`config.mk`:
```
export PLATFORM = sky130hd
export DESIGN_NAME = axi_rd_arbiter_flat
export DESIGN_NICKNAME = d
export VERILOG_FILES = /design/src/rtl/axi_rd_arbiter_if.sv /design/src/rtl/axi_rd_arbiter.sv /design/src/flat_wrapper.sv
export SDC_FILE = /design/constraint.sdc
export NUM_CORES = 1
export LEC_CHECK = 0
export CAP_MARGIN = 15
export CELL_PAD_IN_SITES_DETAIL_PLACEMENT = 0
export CELL_PAD_IN_SITES_GLOBAL_PLACEMENT = 1
export CORE_ASPECT_RATIO = 1.5
export CORE_UTILIZATION = 25
export CTS_BUF_LIST = sky130_fd_sc_hd__clkbuf_4 sky130_fd_sc_hd__clkbuf_8
export DETAILED_ROUTE_END_ITERATION = 10
export GPL_TIMING_DRIVEN = 1
export PLACE_DENSITY = 0.9
export SYNTH_ARGS = -nofsm -noshare
export SYNTH_HDL_FRONTEND = slang
export SYNTH_SLANG_ARGS = --single-unit
```
`constraint.sdc`:
```
create_clock -name clock -period 3.2 [get_ports clock]
set_clock_uncertainty 0.15 [all_clocks]
set_input_delay 0.64 -clock clock [delete_from_list [all_inputs] [get_ports clock]]
set_output_delay 0.64 -clock clock [all_outputs]
set_load 0.05 [all_outputs]
```
`src/rtl/axi_rd_arbiter_if.sv`:
```
`default_nettype none
// +----------------------------------------------------------------------------+
// | Module      : axi_rd_arbiter_if                                            |
// | Description : Requester-side and memory-side AXI read signals of the read  |
// |               arbiter. The slave modport is the arbiter's view.            |
// | Revision    : 1.0  initial release                                         |
// +----------------------------------------------------------------------------+
interface axi_rd_arbiter_if #(
    parameter int MST_N = 3,
    parameter int ID_W  = 4
);
    // Requester side
    logic [MST_N-1:0]      m_arvalid;
    logic [MST_N-1:0]      m_arready;
    logic [MST_N*32-1:0]   m_araddr;
    logic [MST_N*ID_W-1:0] m_arid;
    logic [MST_N*3-1:0]    m_arsize;
    logic [MST_N*8-1:0]    m_arlen;
    logic [MST_N*2-1:0]    m_arburst;
    logic [MST_N-1:0]      m_rvalid;
    logic [MST_N-1:0]      m_rready;
    logic [31:0]           m_rdata;
    logic [1:0]            m_rresp;
    logic                  m_rlast;

    // Memory side
    logic                  s_arvalid;
    logic                  s_arready;
    logic [31:0]           s_araddr;
    logic [ID_W-1:0]       s_arid;
    logic [2:0]            s_arsize;
    logic [7:0]            s_arlen;
    logic [1:0]            s_arburst;
    logic                  s_rvalid;
    logic                  s_rready;
    logic [31:0]           s_rdata;
    logic [1:0]            s_rresp;
    logic                  s_rlast;
    logic [ID_W-1:0]       s_rid;

    modport slave (
        input  m_arvalid, m_araddr, m_arid, m_arsize, m_arlen, m_arburst, m_rready,
        output m_arready, m_rvalid, m_rdata, m_rresp, m_rlast,
        output s_arvalid, s_araddr, s_arid, s_arsize, s_arlen, s_arburst, s_rready,
        input  s_arready, s_rvalid, s_rdata, s_rresp, s_rlast, s_rid
    );

    modport master (
        output m_arvalid, m_araddr, m_arid, m_arsize, m_arlen, m_arburst, m_rready,
        input  m_arready, m_rvalid, m_rdata, m_rresp, m_rlast,
        input  s_arvalid, s_araddr, s_arid, s_arsize, s_arlen, s_arburst, s_rready,
        output s_arready, s_rvalid, s_rdata, s_rresp, s_rlast, s_rid
    );
endinterface
`default_nettype wire

```
`src/rtl/axi_rd_arbiter.sv`:
```
`default_nettype none
// +----------------------------------------------------------------------------+
// | Module      : axi_rd_arbiter                                               |
// | Description : Merges MST_N AXI read requesters onto one memory read port,  |
// |               one transaction at a time (grant, forward AR, route R).      |
// |               Define ARB_RR_EN for round-robin; default is fixed priority. |
// | Revision    : 1.0  initial release                                         |
// +----------------------------------------------------------------------------+
module axi_rd_arbiter #(
    parameter int MST_N = 3,
    parameter int ID_W  = 4
) (
    input  wire logic       clock,
    input  wire logic       reset,
    axi_rd_arbiter_if.slave bus
);
    localparam int GRANT_W = (MST_N > 1) ? $clog2(MST_N) : 1;

    localparam logic [2:0] ST_IDLE = 3'b001;
    localparam logic [2:0] ST_AR   = 3'b010;
    localparam logic [2:0] ST_R    = 3'b100;

    logic [2:0]         r_state;
    logic [2:0]         w_state_nxt;
    logic [GRANT_W-1:0] r_grant;
    logic [GRANT_W-1:0] w_winner;
    logic               w_any;
    logic [MST_N-1:0]   w_grant_oh;
    logic               w_grant_rready;
    logic               w_beat_xfer;

    logic [31:0]        r_araddr;
    logic [ID_W-1:0]    r_arid;
    logic [2:0]         r_arsize;
    logic [7:0]         r_arlen;
    logic [1:0]         r_arburst;

    logic [31:0]        w_sel_addr;
    logic [ID_W-1:0]    w_sel_id;
    logic [2:0]         w_sel_size;
    logic [7:0]         w_sel_len;
    logic [1:0]         w_sel_burst;

    assign w_any = |bus.m_arvalid;

`ifdef ARB_RR_EN
    logic [GRANT_W-1:0] r_last_grant;
    int                 w_best;
    int                 w_dist;

    // Distance 0 is the requester just after last_grant, wrapping MST_N-1 -> 0.
    always_comb begin
        w_winner = '0;
        w_best   = MST_N;
        w_dist   = 0;
        for (int i = 0; i < MST_N; i++) begin
            w_dist = (i + MST_N - 1 - int'(r_last_grant)) % MST_N;
            if (bus.m_arvalid[i] && (w_dist < w_best)) begin
                w_best   = w_dist;
                w_winner = GRANT_W'(i);
            end
        end
    end

    always_ff @(posedge clock or negedge reset) begin
        if (!reset) begin
            r_last_grant <= '0;
        end else if ((r_state == ST_AR) && bus.s_arready) begin
            r_last_grant <= r_grant;
        end
    end
`else
    always_comb begin
        w_winner = '0;
        for (int i = MST_N - 1; i >= 0; i--) begin
            if (bus.m_arvalid[i]) begin
                w_winner = GRANT_W'(i);
            end
        end
    end
`endif

    always_comb begin
        w_sel_addr  = '0;
        w_sel_id    = '0;
        w_sel_size  = '0;
        w_sel_len   = '0;
        w_sel_burst = '0;
        for (int i = 0; i < MST_N; i++) begin
            if (w_winner == GRANT_W'(i)) begin
                w_sel_addr  = bus.m_araddr[32*i +: 32];
                w_sel_id    = bus.m_arid[ID_W*i +: ID_W];
                w_sel_size  = bus.m_arsize[3*i +: 3];
                w_sel_len   = bus.m_arlen[8*i +: 8];
                w_sel_burst = bus.m_arburst[2*i +: 2];
            end
        end
    end

    always_comb begin
        w_grant_oh = '0;
        for (int i = 0; i < MST_N; i++) begin
            w_grant_oh[i] = (r_grant == GRANT_W'(i));
        end
    end

    assign w_grant_rready = |(bus.m_rready & w_grant_oh);
    assign w_beat_xfer    = bus.s_rvalid && w_grant_rready;

    // Grant and AR payload are captured once in IDLE and held for the transaction.
    always_ff @(posedge clock or negedge reset) begin
        if (!reset) begin
            r_grant   <= '0;
            r_araddr  <= '0;
            r_arid    <= '0;
            r_arsize  <= '0;
            r_arlen   <= '0;
            r_arburst <= '0;
        end else if ((r_state == ST_IDLE) && w_any) begin
            r_grant   <= w_winner;
            r_araddr  <= w_sel_addr;
            r_arid    <= w_sel_id;
            r_arsize  <= w_sel_size;
            r_arlen   <= w_sel_len;
            r_arburst <= w_sel_burst;
        end
    end

    always_ff @(posedge clock or negedge reset) begin
        if (!reset) begin
            r_state <= ST_IDLE;
        end else begin
            r_state <= w_state_nxt;
        end
    end

    always_comb begin
        w_state_nxt = r_state;
        case (r_state)
            ST_IDLE: if (w_any)                          w_state_nxt = ST_AR;
            ST_AR:   if (bus.s_arready)                  w_state_nxt = ST_R;
            ST_R:    if (w_beat_xfer && bus.s_rlast)     w_state_nxt = ST_IDLE;
            default:                                     w_state_nxt = ST_IDLE;
        endcase
    end

    // Outside ST_R the memory R channel is stalled rather than drained.
    always_comb begin
        bus.s_arvalid = 1'b0;
        bus.m_arready = '0;
        bus.s_rready  = 1'b0;
        bus.m_rvalid  = '0;
        bus.m_rdata   = '0;
        bus.m_rresp   = '0;
        bus.m_rlast   = 1'b0;
        case (r_state)
            ST_AR: begin
                bus.s_arvalid = 1'b1;
                if (bus.s_arready) begin
                    bus.m_arready = w_grant_oh;
                end
            end
            ST_R: begin
                bus.s_rready = w_grant_rready;
                bus.m_rvalid = bus.s_rvalid ? w_grant_oh : '0;
                bus.m_rdata  = bus.s_rdata;
                bus.m_rresp  = bus.s_rresp;
                bus.m_rlast  = bus.s_rlast;
            end
            default: ;
        endcase
    end

    assign bus.s_araddr  = r_araddr;
    assign bus.s_arid    = r_arid;
    assign bus.s_arsize  = r_arsize;
    assign bus.s_arlen   = r_arlen;
    assign bus.s_arburst = r_arburst;

    // Single outstanding transaction, so every returned beat must carry the issued id.
    a_rid_match: assert property (@(posedge clock) disable iff (!reset)
        ((r_state == ST_R) && bus.s_rvalid) |-> (bus.s_rid == r_arid));

endmodule
`default_nettype wire

```
`src/flat_wrapper.sv`:
```
// flat-port wrapper written by rule: the top's interface ports become plain ports
module axi_rd_arbiter_flat 
#(
    parameter int MST_N = 3,
    parameter int ID_W  = 4
)
  (clock, reset, bus_m_arvalid, bus_m_araddr, bus_m_arid, bus_m_arsize, bus_m_arlen, bus_m_arburst, bus_m_rready, bus_m_arready, bus_m_rvalid, bus_m_rdata, bus_m_rresp, bus_m_rlast, bus_s_arvalid, bus_s_araddr, bus_s_arid, bus_s_arsize, bus_s_arlen, bus_s_arburst, bus_s_rready, bus_s_arready, bus_s_rvalid, bus_s_rdata, bus_s_rresp, bus_s_rlast, bus_s_rid);
  axi_rd_arbiter_if #(.MST_N(MST_N), .ID_W(ID_W)) bus_i ();
  input  wire logic clock;
  input  wire logic reset;
  input wire logic [$bits(bus_i.m_arvalid)-1:0] bus_m_arvalid;
  input wire logic [$bits(bus_i.m_araddr)-1:0] bus_m_araddr;
  input wire logic [$bits(bus_i.m_arid)-1:0] bus_m_arid;
  input wire logic [$bits(bus_i.m_arsize)-1:0] bus_m_arsize;
  input wire logic [$bits(bus_i.m_arlen)-1:0] bus_m_arlen;
  input wire logic [$bits(bus_i.m_arburst)-1:0] bus_m_arburst;
  input wire logic [$bits(bus_i.m_rready)-1:0] bus_m_rready;
  output wire logic [$bits(bus_i.m_arready)-1:0] bus_m_arready;
  output wire logic [$bits(bus_i.m_rvalid)-1:0] bus_m_rvalid;
  output wire logic [$bits(bus_i.m_rdata)-1:0] bus_m_rdata;
  output wire logic [$bits(bus_i.m_rresp)-1:0] bus_m_rresp;
  output wire logic [$bits(bus_i.m_rlast)-1:0] bus_m_rlast;
  output wire logic [$bits(bus_i.s_arvalid)-1:0] bus_s_arvalid;
  output wire logic [$bits(bus_i.s_araddr)-1:0] bus_s_araddr;
  output wire logic [$bits(bus_i.s_arid)-1:0] bus_s_arid;
  output wire logic [$bits(bus_i.s_arsize)-1:0] bus_s_arsize;
  output wire logic [$bits(bus_i.s_arlen)-1:0] bus_s_arlen;
  output wire logic [$bits(bus_i.s_arburst)-1:0] bus_s_arburst;
  output wire logic [$bits(bus_i.s_rready)-1:0] bus_s_rready;
  input wire logic [$bits(bus_i.s_arready)-1:0] bus_s_arready;
  input wire logic [$bits(bus_i.s_rvalid)-1:0] bus_s_rvalid;
  input wire logic [$bits(bus_i.s_rdata)-1:0] bus_s_rdata;
  input wire logic [$bits(bus_i.s_rresp)-1:0] bus_s_rresp;
  input wire logic [$bits(bus_i.s_rlast)-1:0] bus_s_rlast;
  input wire logic [$bits(bus_i.s_rid)-1:0] bus_s_rid;
  assign bus_i.m_arvalid = bus_m_arvalid;
  assign bus_i.m_araddr = bus_m_araddr;
  assign bus_i.m_arid = bus_m_arid;
  assign bus_i.m_arsize = bus_m_arsize;
  assign bus_i.m_arlen = bus_m_arlen;
  assign bus_i.m_arburst = bus_m_arburst;
  assign bus_i.m_rready = bus_m_rready;
  assign bus_m_arready = bus_i.m_arready;
  assign bus_m_rvalid = bus_i.m_rvalid;
  assign bus_m_rdata = bus_i.m_rdata;
  assign bus_m_rresp = bus_i.m_rresp;
  assign bus_m_rlast = bus_i.m_rlast;
  assign bus_s_arvalid = bus_i.s_arvalid;
  assign bus_s_araddr = bus_i.s_araddr;
  assign bus_s_arid = bus_i.s_arid;
  assign bus_s_arsize = bus_i.s_arsize;
  assign bus_s_arlen = bus_i.s_arlen;
  assign bus_s_arburst = bus_i.s_arburst;
  assign bus_s_rready = bus_i.s_rready;
  assign bus_i.s_arready = bus_s_arready;
  assign bus_i.s_rvalid = bus_s_rvalid;
  assign bus_i.s_rdata = bus_s_rdata;
  assign bus_i.s_rresp = bus_s_rresp;
  assign bus_i.s_rlast = bus_s_rlast;
  assign bus_i.s_rid = bus_s_rid;
  axi_rd_arbiter #(.MST_N(MST_N), .ID_W(ID_W)) u_core (.clock(clock), .reset(reset), .bus(bus_i));
endmodule
```
=== After elaboration in Yosys (flattened, before gate mapping) ===
Cells that the tools add are included.

* Register bits: 54
* Input port bits: 196
* Output and inout bits: 92
* Logic and storage cells: 57

* Equality and inequality tests: 10
* Muxes and demuxes: 31
* Bitwise gates (word level): 1
* Reductions and logical operators: 8

{| class="wikitable"
|+ Operators by type and width
! cell !! number
|-
| 32-bit two-way mux || 4
|-
| 3-bit two-way mux || 10
|-
| 8-bit two-way mux || 3
|-
| 2-bit two-way mux || 7
|-
| 4-bit two-way mux || 3
|-
| 3-bit case mux with 3 select lines || 1
|-
| 3-bit OR reduction || 2
|-
| 2-bit by 1-bit equality test with 1-bit output, second input constant || 2
|-
| 2-bit equality test, second input constant || 2
|-
| 2-bit zero test || 2
|-
| 2-bit by 1-bit inequality test with 1-bit output, second input constant || 2
|-
| 3-bit bitwise AND || 1
|-
| 3-bit by 1-bit equality test with 1-bit output, second input constant || 1
|-
| 3-bit by 2-bit equality test with 1-bit output, second input constant || 1
|-
| 3-bit equality test, second input constant || 1
|-
| 1-bit logical AND || 3
|-
| 1-bit two-way mux || 3
|-
| 3-bit AND reduction || 1
|-
| 2-bit inequality test, second input constant || 1
|}

=== Longest topological paths before layout ===
* Depth in word-level cells: 7
* Mapped depth: 6

=== Least setup slack after synthesis ===
Ideal clock, no wire load.

* Kind: flip-flop to output port
* From: reg u_core.r_state[2]
* To: out bus_m_arready[2]
* Arrival: 3,134 ps
* Path slack: -724 ps
* Cell stages (with the launch flop): 4
* Cells stage by stage: dfrtp_1 > nor3b_1 > nand2_1 > nor3b_1

* Longest elaborated chain between the ends: 2

{| class="wikitable"
|+ RTL lines
! what !! RTL line !! text
|-
| from (decl) || axi_rd_arbiter.sv:23 || <nowiki>logic [2:0] r_state;</nowiki>
|-
| from (signal assigned) || axi_rd_arbiter.sv:133 || <nowiki>r_state <= w_state_nxt;</nowiki>
|-
| 3-bit by 2-bit equality test with 1-bit output || axi_rd_arbiter.sv:156 || <nowiki>case (r_state)</nowiki>
|-
| 3-bit two-way mux || axi_rd_arbiter.sv:156 ||
|-
| to (decl) || flat_wrapper.sv:18 || <nowiki>output wire logic [$bits(bus_i.m_arready)-1:0] bus_m_arready;</nowiki>
|}

Every way passes these cells.

=== Final worst setup path ===
* From: reg u_core.r_state[1]
* To: out bus_m_rdata[8]

* Longest elaborated chain between the ends: 2

{| class="wikitable"
|+ RTL lines
! what !! RTL line !! text
|-
| 3-bit equality test || axi_rd_arbiter.sv:156 ||
|-
| 32-bit two-way mux || axi_rd_arbiter.sv:156 ||
|-
| to (decl) || flat_wrapper.sv:20 || <nowiki>output wire logic [$bits(bus_i.m_rdata)-1:0] bus_m_rdata;</nowiki>
|}

Every way passes these cells.

==> flow_summary_export.csv <==
group,metric,value,unit
floorplan,core_area,14500,um2
cells_and_area,multiInputGateArea,2170,um2
synth,synth.distinct_cells,30,
drt,post_drt_wl_per_cell,17.4,um
timing,setup_slack,0.206,ns
global_route,first_global_vias,4400,
power,p_leak,0.00260,uW
power,power.density,701,nW/um2
clocking,cts_tree,"done",
setup_path,worstPathMaxFanout,38,
drt,firstDrtPassIters,4,
synth,syn-num-nets,647,
synth,synth-seq-cells,54,
clocking,ctsHoldBuffers,0,
clocking,clockRootBuffer,"clkbuf_8",
setup_path,crit_buf_inv,2,
drt,drc_errors,0,
timing,fin_crit,2.99,ns
place,pre_cts_ws,0.374,ns
timing,finalHoldViolations,0,
floorplan,die_area,15400,um2
synth,syn-instance-count,451,
synth,synth_area_per_cell,8.24,um2
clocking,postCtsSetupRepairBufs,0,
synth,ys_warn_count,0,
cells_and_area,layout_common_cells,"clkdlybuf4s50_1 (262), nand2_1 (53), dfrtp_1 (53)",
timing,slew_violations,0,
clocking,cts.repair.resized,0,
clocking,clock_latency,0.31,ns
timing,slew_headroom,51.4,%
flow_run,max_cap_viol_count,0,
drt,drt_wl_total,15700,um
hold_path,holdCritPathClass,"input port to asynchronous set/reset pin",
setup_path,crit_slowest_cell,"clkdlybuf4s50_1",
cells_and_area,nets,900,
place,portBuffers,283,
place,dp_hpwl,12100,um
clocking,cts_made_buffers,5,
timing,final.setup.tns,0,ns
setup_path,required,2.41,ns
setup_path,timing.critical_path.max_delay_family,"buffers and inverters",
power,ir_drop,0.376,mV
clocking,cts_max_level,2,
synth,netlist_area,3720,um2
cells_and_area,register_area,1350,um2
global_route,grt_max_degree,63,
cells_and_area,drive_gt1_share,6.52,%
synth,synth_top_area_share,35.7,%
floorplan,initial_utilization,25.6,%
global_route,grt_pass1_wl,22600,um
setup_path,setup.worst_path.start_class,"register",
setup_path,worst_ep_arrival_time,2.20,ns
setup_path,critPathMaxStageDelay,0.80,ns
status,outcome,"complete, no violations",
global_route,grt.overflow.total,0,
global_route,track_usage,19.4,%
synth,synth-seq-area-share,36.4,%
timing,setup_viol_count_final,0,
cells_and_area,final_common_cell,"clkdlybuf4s50_1",
setup_path,crit_chain,"nor3b_2 > buf_4 > and2_1 > clkdlybuf4s50_1",
drt,drt_iter0_markers,142,
clocking,cts_buffer_depth,2,
cells_and_area,n_fill_cell,1429,
timing,rsz0062_at_grt,"no",
setup_path,ff2ff_setup_slack,1.30,ns
drt,via_per_inst,4.98,
floorplan,die_w,102,um
cells_and_area,area_growth,83.4,%
drt,vias,4486,
setup_path,path_class,"register to output pin",
synth,yosys-top-cells-area,"dfrtp_1 (36%), a221oi_1 (9.2%), nand2b_1 (8.6%), nand3b_1 (7.9%), o21ai_0 (5.9%)",
global_route,antenna_found_initial,0,
synth,yosysTopAreaCell,"dfrtp_1",
clocking,clock_sinks,54,
timing,tightest_slew,0.730,ns
clocking,clkSlewWorstSetupHoldPaths,0.10,ns
timing,fmax,334,MHz
floorplan,core.rowCount,54,
floorplan,pin_count,288,
cells_and_area,diodes,0,
timing,min_period_over_period,93.6,%
place,gp_congestion,0.793,
floorplan,die-height,151,um
setup_path,end_kind,"output pin",
drt,ant_nets,0,
cells in the mapped netlist:
cell type and n:
nor3b_1 5, a2bb2oi_1 1, nand2b_1 51, or2_1 1
a211oi_1 1, clkbuf_2 4, and3_1 1, o21ai_1 6
nor3_1 4, nor3b_2 1, inv_1 2, o22a_1 10
o21ai_4 1, buf_1 1, a21oi_1 41, nand3b_1 39
a221oi_1 39, buf_2 17, o22ai_1 1, and2_1 35
o21ai_0 44, dfrtp_1 53, nor2b_1 2, buf_4 1
a21boi_0 1, o31ai_1 1, o221ai_1 10, nand2_1 53
clkbuf_1 24, dfstp_2 1
state kept, by name, summed over array words and instances (netlist names):
name	cells
u_core.r_grant	2
u_core.bus.s_arsize	3
u_core.bus.s_arlen	8
u_core.bus.s_arburst	2
u_core.bus.s_araddr	32
u_core.r_state	3
u_core.bus.s_arid	4
routing by layer:
metal / vias up / GRT usage, % / part of all wire (%)
met3: 40 / 3.41 / 7.2
li1: 2136 / - / -
met4: 0 / 10.1 / 4.6
met1: 2089 / 18.8 / 35
met2: 221 / 37.9 / 53
met5: - / 0 / 0
worst paths after layout:
| check | startpoint | to | cells after the start |
|---|---|---|---|
| max reg2reg | u_core.r_state[0] | u_core.bus.s_araddr[10] | 5 |
| max | u_core.r_state[1] | bus_m_rdata[8] | 4 |
| min | reset | u_core.bus.s_araddr[29] | 2 |
| min in group clock | u_core.bus.s_araddr[11] | u_core.bus.s_araddr[11] | 2 |
| min reg2reg | u_core.bus.s_araddr[11] | u_core.bus.s_araddr[11] | 2 |
| max in group asynchronous | reset | u_core.bus.s_araddr[9] | 2 |
through the flow:
| stage | power (uW) | instance area, um2 | util, % | hold slack [ns] | std cells |
|---|---|---|---|---|---|
| floorplan | 3090 | 3730 | - | 0.194 | 451 |
| global placement | 4200 | 6670 | 45.9 | 0.312 | 893 |
| detailed placement | 4260 | 6670 | 45.9 | 0.319 | 893 |
| CTS | 4840 | 6820 | 46.9 | 0.332 | 901 |
| global route | 5060 | 6820 | 46.9 | 0.357 | 901 |
| finish | 4780 | 6820 | 46.9 | 0.308 | 901 |
area by class of cell:
cell class / instances / area share, %
Tap cell: 196 / 3.60
Sequential cell: 54 / 19.8
Inverter: 2 / 0.110
Timing Repair Buffer: 293 / 42.5
Multi-Input combinational cell: 348 / 31.9
Clock buffer: 6 / 1.21
Clock inverter: 2 / 0.881
power by group:
part | total [uW] | switching [uW] | internal (uW)
Combinational | 2990 | 1940 | 1050
Sequential | 1220 | 200 | 1020
Clock | 566 | 232 | 334
Total | 4780 | 2380 | 2400
worst register-to-register path: cells and delay by family, from the launching register on:
kind,cells,cell delay [ns]
AND/OR/NAND/NOR,2,0.55
flip-flops,1,0.57
AO/OA/AOI/OAI,2,0.19
buffers and inverters,1,0.31
cell families (layout without fill, tap and decap cells):
logic type / count (synthesis) / in the layout / synth area share [%]
compound gates: 156 / 156 / 27.6
buf+inv: 49 / 303 / 5.76
flops: 54 / 54 / 36.4
simple gates: 192 / 192 / 30.3
Note: power is estimated with default switching activity, not from simulation.
